[src/rtl/aes_round_ctrl.sv]
// Round sequencer for the iterative AES-128 core: LOAD, NR-1 mixing rounds, FINAL, then result hold.
// Optional decrypt support (descending round index, rcon forced to zero) under AES_ROUND_CTRL_DECRYPT_EN.
module aes_round_ctrl #(
  parameter int NR = 10
) (
  input  logic       clk,
  input  logic       reset,
  input  logic       start,
`ifdef AES_ROUND_CTRL_DECRYPT_EN
  input  logic       decrypt,
`endif
  output logic       ready,
  output logic       busy,
  output logic       key_load,
  output logic       addkey_en,
  output logic       round_en,
  output logic       mix_en,
  output logic [3:0] round_idx,
  output logic [7:0] rcon,
  output logic       out_valid,
  input  logic       out_ready
);

  localparam logic [2:0] S_IDLE  = 3'd0;
  localparam logic [2:0] S_LOAD  = 3'd1;
  localparam logic [2:0] S_ROUND = 3'd2;
  localparam logic [2:0] S_FINAL = 3'd3;
  localparam logic [2:0] S_DONE  = 3'd4;

  localparam logic [3:0] NR_IDX   = 4'(NR);
  localparam logic [3:0] LAST_ENC = 4'(NR - 1);

  logic [2:0] state_reg, state_next;
  logic [3:0] round_idx_reg, round_idx_next;
  logic [7:0] rcon_reg, rcon_next;
  logic       dec_reg, dec_next;
  logic       start_dec;

`ifdef AES_ROUND_CTRL_DECRYPT_EN
  assign start_dec = decrypt;
`else
  assign start_dec = 1'b0;
`endif

  function automatic logic [7:0] xtime(input logic [7:0] v);
    xtime = {v[6:0], 1'b0} ^ (v[7] ? 8'h1b : 8'h00);
  endfunction

  always_comb begin
    state_next     = state_reg;
    round_idx_next = round_idx_reg;
    rcon_next      = rcon_reg;
    dec_next       = dec_reg;
    case (state_reg)
      S_IDLE: begin
        round_idx_next = 4'd0;
        rcon_next      = 8'h00;
        if (start) begin
          state_next     = S_LOAD;
          dec_next       = start_dec;
          round_idx_next = start_dec ? NR_IDX : 4'd0;
        end
      end
      S_LOAD: begin
        state_next     = S_ROUND;
        round_idx_next = dec_reg ? LAST_ENC : 4'd1;
        rcon_next      = dec_reg ? 8'h00 : 8'h01;
      end
      S_ROUND: begin
        round_idx_next = dec_reg ? round_idx_reg - 4'd1 : round_idx_reg + 4'd1;
        rcon_next      = dec_reg ? 8'h00 : xtime(rcon_reg);
        if (round_idx_reg == (dec_reg ? 4'd1 : LAST_ENC))
          state_next = S_FINAL;
      end
      S_FINAL: begin
        state_next = S_DONE;
      end
      S_DONE: begin
        // Result, index and rcon stay frozen until the consumer takes the block.
        if (out_ready) begin
          state_next     = S_IDLE;
          round_idx_next = 4'd0;
          rcon_next      = 8'h00;
        end
      end
      default: begin
        state_next     = S_IDLE;
        round_idx_next = 4'd0;
        rcon_next      = 8'h00;
      end
    endcase
  end

  always_ff @(posedge clk or negedge reset) begin
    if (!reset) begin
      state_reg     <= S_IDLE;
      round_idx_reg <= 4'd0;
      rcon_reg      <= 8'h00;
      dec_reg       <= 1'b0;
    end else begin
      state_reg     <= state_next;
      round_idx_reg <= round_idx_next;
      rcon_reg      <= rcon_next;
      dec_reg       <= dec_next;
    end
  end

  assign ready     = (state_reg == S_IDLE);
  assign busy      = (state_reg == S_LOAD) || (state_reg == S_ROUND) || (state_reg == S_FINAL);
  assign key_load  = (state_reg == S_LOAD);
  assign addkey_en = busy;
  assign round_en  = (state_reg == S_ROUND) || (state_reg == S_FINAL);
  assign mix_en    = (state_reg == S_ROUND);
  assign out_valid = (state_reg == S_DONE);
  assign round_idx = round_idx_reg;
  assign rcon      = rcon_reg;

endmodule

[config.mk]
export PLATFORM = sky130hd
export DESIGN_NAME = aes_round_ctrl
export DESIGN_NICKNAME = d
export VERILOG_FILES = /design/src/rtl/aes_round_ctrl.sv
export SDC_FILE = /design/constraint.sdc
export NUM_CORES = 1
export LEC_CHECK = 0
export CORE_AREA = 2 2 47 49
export DETAILED_ROUTE_END_ITERATION = 10
export DIE_AREA = 0 0 49 51
export PLACE_DENSITY = 0.67
export RECOVER_POWER = 25
export SLEW_MARGIN = 20
export SYNTH_ARGS = -nofsm -noshare
export SYNTH_HDL_FRONTEND = slang
export SYNTH_SLANG_ARGS = --single-unit
[constraint.sdc]
create_clock -name clk -period 1.89 [get_ports clk]
set_input_delay 0.378 -clock clk [delete_from_list [all_inputs] [get_ports clk]]
set_output_delay 0.378 -clock clk [all_outputs]
set_load 0.02 [all_outputs]
==> tab_implementation.tex, run 1 <==
\begin{tabular}{lr}
\hline
Metric & Value \\
\hline
\multicolumn{2}{l}{\textbf{Critical path}} \\
\quad CP max FO & 6 \\
\quad Length in cells of the worst reg-to-reg path & 4 \\
\quad Max incr delay on CP & 0.45 ns \\
\quad Crit end category & output port \\
\quad Critical path data arrival time & 1.45 ns \\
\quad Critical-path top delay cell & sky130\_fd\_sc\_hd\_\_dfrtp\_2 \\
\quad Crit Path Category & reg -> out \\
\quad Required time at the worst-slack endpoint & 1.51 ns \\
\quad Worst path cell trace & nor3b\_2, or2b\_1, dlygate4sd2\_1 \\
\quad Startpoint Class & flop \\
\multicolumn{2}{l}{\textbf{Final layout}} \\
\quad Number of inserted diodes & 0 \\
\quad Fraction of final layout cells with drive strength greater than 1 & 17.58\% \\
\quad Most common cell after layout, fill and taps aside & sky130\_fd\_sc\_hd\_\_clkdlybuf4s50\_1 \\
\quad Area growth syn-to-layout & 38.55\% \\
\quad Most frequent cells in the layout & 14 x sky130\_fd\_sc\_hd\_\_clkdlybuf4s50\_1, 13 x sky130\_fd\_sc\_hd\_\_dfrtp\_1, 8 x sky130\_fd\_sc\_hd\_\_a22o\_1 \\
\quad FF/Latch Area & 377.9 µm² \\
\quad Total area of multi-input combinational cells & 331.6 µm² \\
\quad Flip-flop count of the largest register after layout & 8 \\
\quad Number of standard cells in the layout, taps in and fillers out & 119 \\
\quad Nets@finish & 98 \\
\quad Filler cell count & 212 \\
\multicolumn{2}{l}{\textbf{Pwr}} \\
\quad Clock network power share & 12.6\% \\
\quad Int Power & 815.8 µW \\
\quad Combinational group share of total power & 53.0\% \\
\quad Switching part of the total & 42.77\% \\
\quad VDD IR max & 0.0006359 V \\
\quad Reg power frac & 34.5\% \\
\quad PD cells & 1384 nW/µm² \\
\quad Total leakage power & 0.0004828 µW \\
\quad Psw & 609.5 µW \\
\quad PnR Total Power & 1425 µW \\
\multicolumn{2}{l}{\textbf{Detailed routing}} \\
\quad Routed vias & 606 \\
\quad DR WL/cell & 13.71 µm \\
\quad DRT Wirelength & 1632 µm \\
\quad Number of design-rule violations left by the first detailed-router iteration & 6 \\
\quad Length of the first detailed-routing pass in iterations & 3 \\
\quad Remaining antenna violation count & 0 \\
\quad Vias per Instance & 5.092 \\
\quad Detailed-route DRC error count & 0 \\
\multicolumn{2}{l}{\textbf{Synth}} \\
\quad Adder-cell area share of the yosys netlist & 3.367\% \\
\quad Multiplexer share of the synthesized area & 2.020\% \\
\quad Number of synthesized flops with an enable pin & 0 \\
\quad Nets in the synthesized netlist & 71 \\
\quad Number of flip-flops and latches in the synthesized netlist & 15 \\
\quad XOR/XNOR share of the synthesized area & 3.535\% \\
\quad Share of Yosys cell area claimed by the top area cell type & 50.51\% \\
\quad Ranking of synthesized cells by area & sky130\_fd\_sc\_hd\_\_dfrtp\_1 51\%, sky130\_fd\_sc\_hd\_\_a22o\_1 9.4\%, sky130\_fd\_sc\_hd\_\_xor2\_1 3.5\% \\
\quad Yosys warning total & 0 \\
\quad Post-synthesis sequential area ratio & 50.51\% \\
\quad Prevailing post-synth register cell & sky130\_fd\_sc\_hd\_\_dfrtp\_1 \\
\quad Synthesized cell area & 743.2 µm² \\
\quad Average footprint of a synthesized cell & 11.43 µm² \\
\quad Cell count after synthesis & 65 \\
\quad Main combinational cell family by area after synthesis & simple AND/OR/NAND/NOR gates \\
\quad Cell taking the most area after synthesis & sky130\_fd\_sc\_hd\_\_dfrtp\_1 \\
\quad Simple-gate portion of the synthesized area & 18.35\% \\
\quad Post-synth ARST share & 100.0\% \\
\quad Post-synthesis compound-gate area fraction & 16.67\% \\
\quad Number of distinct library cells after synthesis & 32 \\
\multicolumn{2}{l}{\textbf{Clocking}} \\
\quad Cts hold-fix bufs & 0 \\
\quad Root buffer cell & sky130\_fd\_sc\_hd\_\_clkbuf\_4 \\
\quad H-tree levels & 1 \\
\quad CTS sink count & 15 \\
\quad TritonCTS buffer count & 3 \\
\quad Longest Clk Path Bufs & 2 \\
\quad Clock tree from TritonCTS & done \\
\quad Clk slew on worst S/H paths & 0.09 ns \\
\quad Skew-Pair Late Insertion Delay & 0.27 ns \\
\multicolumn{2}{l}{\textbf{Floorplan}} \\
\quad Area of the core & 2063 µm² \\
\quad Effective utilization at floorplan & 36.02\% \\
\quad X dimension of the die & 49 µm \\
\quad Row count & 17 \\
\quad I/O Pins & 23 \\
\quad Area of the die & 2499 µm² \\
\quad Height of the chip & 51 µm \\
\multicolumn{2}{l}{\textbf{Placed design}} \\
\quad Cell Count Post-Placement & 115 \\
\quad Setup slack at placement & 0.04883 ns \\
\quad Placer Congestion & 0.8258 \\
\quad Final HPWL DP & 1147 µm \\
\quad Port buffer count & 22 \\
\multicolumn{2}{l}{\textbf{Outcome}} \\
\quad Result of the run & complete, no violations \\
\multicolumn{2}{l}{\textbf{Flow run}} \\
\quad Max Cap Violations & 0 \\
\multicolumn{2}{l}{\textbf{STA}} \\
\quad Fmax & 546.7 MHz \\
\quad Fin. max-slew vios & 0 \\
\quad Number of setup violations in the final report & 0 \\
\quad Endpoints failing hold & 0 \\
\quad Worst setup skew after layout & 0.003105 ns \\
\quad Worst relative slew slack & 46.10\% \\
\quad Worst Slack Setup Final & 0.06086 ns \\
\quad Final critical path time including I/O delays and setup & 1.829 ns \\
\quad Transition time at the pin with the least slew margin & 0.8086 ns \\
\quad RSZ-0062 raised after global routing & true \\
\quad Period utilisation layout & 96.78\% \\
\multicolumn{2}{l}{\textbf{Global route}} \\
\quad Via count of the first global-routing pass & 680 \\
\quad First-pass GRT wire length & 3063 µm \\
\quad Total routing resource utilization after global routing & 15.90\% \\
\quad Initial antenna violation count & 0 \\
\quad Largest net degree at the start of global routing & 16 \\
\quad Residual overflow from global routing & 0 \\
\multicolumn{2}{l}{\textbf{Min path}} \\
\quad Worst hold path cell count & 1 \\
\quad Kind of path behind the tightest hold check & reg -> reg \\
\hline
\end{tabular}
path summary, 6_finish.rpt:
check                      slack [ns]           end         start
setup / recovery                 0.06          busy  state_reg[0]
hold / removal                   0.51  state_reg[0]  state_reg[0]
setup reg to reg                 0.38       rcon[0]  state_reg[1]
hold reg to reg                  0.51  state_reg[0]  state_reg[0]
max in group asynchronous        0.64  state_reg[2]         reset
min in group asynchronous        0.70  state_reg[0]         reset
kinds of logic (layout without fill, tap and decap cells):
family	after synthesis	in the layout
fa+ha+maj	2	2
mux	1	1
simple gates	19	19
buf+inv	9	35
compound gates	16	16
xor+xnor	3	3
flops	15	15
synth_stat cells (2+ instances only):
| library cell | instances |
|---|---|
| sky130_fd_sc_hd__a21oi_1 | 2 |
| sky130_fd_sc_hd__a22o_1 | 8 |
| sky130_fd_sc_hd__clkbuf_1 | 2 |
| sky130_fd_sc_hd__dfrtp_1 | 15 |
| sky130_fd_sc_hd__ha_1 | 2 |
| sky130_fd_sc_hd__inv_1 | 3 |
| sky130_fd_sc_hd__nand2b_1 | 2 |
| sky130_fd_sc_hd__nand3_1 | 3 |
| sky130_fd_sc_hd__nor3_1 | 2 |
| sky130_fd_sc_hd__nor3b_1 | 2 |
| sky130_fd_sc_hd__xor2_1 | 3 |
metrics by stage:
| stage | util (%) | setup TNS, ns | hold slack, ns | area, µm² |
|---|---|---|---|---|
| after global placement | 49.30 | 0 | 0.5073 | 1017 |
| after detailed placement | 49.30 | 0 | 0.5184 | 1017 |
| after CTS | 50.21 | 0 | 0.4154 | 1036 |
| after global routing | 49.91 | -0.03908 | 0.5364 | 1030 |
| final | 49.91 | 0 | 0.5102 | 1030 |
| after floorplan | - | 0 | 0.08241 | 748.2 |
power groups by stage:
stage,clock network [µW],logic [µW],registers (µW)
floorplan,0,460,507
global placement,0,813,490
detailed placement,0,821,494
CTS,186,764,490
global route,208,826,506
finish,179,755,491
final cells by class:
cell class	count	share of cell area, %
clock buffer	4	2.552
multi-input combinational	41	32.20
timing repair buffer	27	23.45
tap	28	3.402
sequential	15	36.69
inverter	4	1.701
per-layer routing:
layer  wire (µm)  GRT usage [%]  vias up  share of wire, %
li1            -              -      286                 -
met1         769          19.63      300                47
met2         759          26.48       18                47
met3          96          3.801        2               5.9
met4           8          7.143        0              0.49
met5           0              0        -                 0
worst max-delay path: cells and delay by family, from the launching register on:
| kind | cells | cell delay, ns |
|---|---|---|
| DFF | 1 | 0.45 |
| and+or+nand+nor | 2 | 0.41 |
| buffers and inverters | 1 | 0.32 |
repair_timing:
| item | in CTS | in global routing |
|---|---|---|
| resized for setup | 8 | 4 |
| endpoints found under the setup margin | 7 | 3 |
| buffers inserted | 0 | 0 |
No activity file was read; power rests on OpenSTA's default activity.
==> inputs of run 2 (changes only) <==
- CORE_AREA: 2 2 47 49 -> 2 2 45 47
- DIE_AREA: 0 0 49 51 -> 0 0 47 49
- PLACE_DENSITY: 0.67 -> 0.72
==> run 2 against run 1 <==
Effect of this change: final cell count increased by 0.84%; via count increased by 0.33%; hold slack improved by 0.031 ns; non-clock buffer count increased by 2; critical endpoint unchanged; highest routed layer unchanged; die area decreased by 7.8%.
==> tab_implementation.tex, run 2 (synthesis results as in run 1) <==
\begin{tabular}{lr}
\hline
Metric & Value \\
\hline
\multicolumn{2}{l}{\textbf{Final layout}} \\
\quad Number of inserted diodes & 0 \\
\quad Nets@finish & 100 \\
\quad Flip-flop count of the largest register after layout & 8 \\
\quad Final Instance Area & 1036 µm² \\
\quad Fraction of final layout cells with drive strength greater than 1 & 21.51\% \\
\quad Area growth syn-to-layout & 39.39\% \\
\quad Most frequent cells in the layout & 14 x sky130\_fd\_sc\_hd\_\_clkdlybuf4s50\_1, 14 x sky130\_fd\_sc\_hd\_\_dfrtp\_1, 8 x sky130\_fd\_sc\_hd\_\_a22o\_1 \\
\multicolumn{2}{l}{\textbf{Critical path}} \\
\quad Reg2reg setup slack & 0.31 ns \\
\quad Critical-path top delay cell & sky130\_fd\_sc\_hd\_\_dfrtp\_1 \\
\quad Startpoint Class & flop \\
\quad Max incr delay on CP & 0.44 ns \\
\quad Critical path data arrival time & 1.44 ns \\
\quad Crit Path Category & reg -> out \\
\quad CP max FO & 5 \\
\quad Required time at the worst-slack endpoint & 1.51 ns \\
\quad Worst path cell trace & nor3b\_2, buf\_4, or2b\_1, buf\_2 \\
\quad Crit end category & output port \\
\quad Endpoint of the most critical register-to-register path & rcon[0] \\
\quad Launch point of the worst reg-to-reg path & state\_reg[0] \\
\quad Critical path launch point & state\_reg[0] \\
\quad Length in cells of the worst reg-to-reg path & 4 \\
\multicolumn{2}{l}{\textbf{Placed design}} \\
\quad Final HPWL DP & 1099 µm \\
\quad Placer Congestion & 0.8890 \\
\quad Placed cell area & 1016 µm² \\
\quad Port buffer count & 22 \\
\quad Setup slack at placement & 0.03820 ns \\
\multicolumn{2}{l}{\textbf{Global route}} \\
\quad First-pass GRT wire length & 2704 µm \\
\quad Residual overflow from global routing & 0 \\
\quad Via count of the first global-routing pass & 616 \\
\quad Largest net degree at the start of global routing & 16 \\
\quad Total routing resource utilization after global routing & 16.59\% \\
\quad Initial antenna violation count & 0 \\
\multicolumn{2}{l}{\textbf{Outcome}} \\
\quad Result of the run & complete, no violations \\
\multicolumn{2}{l}{\textbf{Floorplan}} \\
\quad Height of the chip & 49 µm \\
\quad Row count & 16 \\
\quad Area of the core & 1842 µm² \\
\quad Effective utilization at floorplan & 40.35\% \\
\quad X dimension of the die & 47 µm \\
\quad Area of the die & 2303 µm² \\
\quad I/O Pins & 23 \\
\multicolumn{2}{l}{\textbf{Min path}} \\
\quad Worst Hold Launch & rcon[5] \\
\quad Kind of path behind the tightest hold check & reg -> reg \\
\quad Worst hold path cell count & 1 \\
\quad WHS Endpoint & rcon[6] \\
\multicolumn{2}{l}{\textbf{Pwr}} \\
\quad PD cells & 1395 nW/µm² \\
\quad VDD IR max & 0.0006962 V \\
\quad Total leakage power & 0.0004951 µW \\
\multicolumn{2}{l}{\textbf{Detailed routing}} \\
\quad Detailed-route DRC error count & 0 \\
\quad Vias per Instance & 5.067 \\
\quad Routed vias & 608 \\
\quad Number of design-rule violations left by the first detailed-router iteration & 10 \\
\quad DRT Wirelength & 1630 µm \\
\quad Length of the first detailed-routing pass in iterations & 3 \\
\quad DR WL/cell & 13.58 µm \\
\quad Remaining antenna violation count & 0 \\
\multicolumn{2}{l}{\textbf{STA}} \\
\quad Setup total negative slack & 0 ns \\
\quad Period utilisation layout & 96.14\% \\
\quad Number of setup violations in the final report & 0 \\
\quad Transition time at the pin with the least slew margin & 0.7913 ns \\
\quad Worst relative slew slack & 47.25\% \\
\quad Final critical path time including I/O delays and setup & 1.817 ns \\
\quad RSZ-0062 raised after global routing & false \\
\quad Worst setup skew after layout & 0.008832 ns \\
\quad Fin. max-slew vios & 0 \\
\quad Fmax & 550.3 MHz \\
\quad Worst Slack Setup Final & 0.07286 ns \\
\quad Endpoints failing hold & 0 \\
\multicolumn{2}{l}{\textbf{Clocking}} \\
\quad Longest Clk Path Bufs & 2 \\
\quad Skew-Pair Late Insertion Delay & 0.29 ns \\
\quad Cts hold-fix bufs & 0 \\
\quad Clk slew on worst S/H paths & 0.10 ns \\
\quad TritonCTS buffer count & 3 \\
\quad Root buffer cell & sky130\_fd\_sc\_hd\_\_clkbuf\_4 \\
\quad CTS sink count & 15 \\
\quad Clock tree from TritonCTS & done \\
\quad H-tree levels & 1 \\
\multicolumn{2}{l}{\textbf{Flow run}} \\
\quad Max Cap Violations & 0 \\
\hline
\end{tabular}
==> run 2: changes by cell type in the layout (fill, tap and decap cells not counted) <==
cell	change
sky130_fd_sc_hd__clkbuf_1	-1
sky130_fd_sc_hd__dfrtp_2	-1
sky130_fd_sc_hd__dfrtp_1	+1
sky130_fd_sc_hd__clkinv_2	+1
sky130_fd_sc_hd__buf_4	+2
sky130_fd_sc_hd__buf_2	+2
sky130_fd_sc_hd__dlygate4sd2_1	-2
==> run 2: cell type report <==
cell class	count	area [µm²]
multi-input combinational	41	331.6
inverter	4	17.52
tap	27	33.78
clock inverter	1	5.005
clock buffer	3	22.52
sequential	15	376.6
fill	180	805.8
timing repair buffer	29	249.0
==> run 2: how the worst max path moves through the flow <==
stage	to
floorplan	busy
detailed placement	busy
CTS	mix_en
global placement	mix_en
global route	busy
finish	busy
==> run 2: repair_timing <==
action / CTS / global route
pin swaps: 1 / 0
setup endpoints to repair: 7 / 1
buffers inserted: 2 / 0
endpoints found under the hold margin: 0 / 0
resized for setup: 14 / 2
==> run 2: per-layer routing <==
metal  vias to the layer above  wire (µm)  track usage, %
li1                        289          -               -
met1                       295        769           21.14
met2                        20        740           23.74
met3                         4         82           4.815
met4                         0         37           10.65
met5                         -          0               0
==> run 2: power breakdown <==
group / leakage (µW) / internal, µW / switching (µW)
combinational: 0.000275 / 353 / 417
clock: 0.0000177 / 78.7 / 108
sequential: 0.000202 / 388 / 101
==> run 2: worst max-delay path: cells and delay by family (launching register included) <==
family | cells | cell delay [ns]
buffers and inverters | 2 | 0.30
flip-flops | 1 | 0.44
AND/OR/NAND/NOR | 2 | 0.40
==> run 2: metrics by stage <==
stage / power [µW] / hold slack, ns / util [%] / std cells
final: 1445 / 0.5412 / 56.25 / 120
after global routing: 1541 / 0.5648 / 56.25 / 120
after CTS: 1460 / 0.3956 / 56.66 / 120
after detailed placement: 1309 / 0.5015 / 55.16 / 114
after global placement: 1299 / 0.5065 / 55.16 / 114
after floorplan: 967.0 / 0.08241 / - / 65
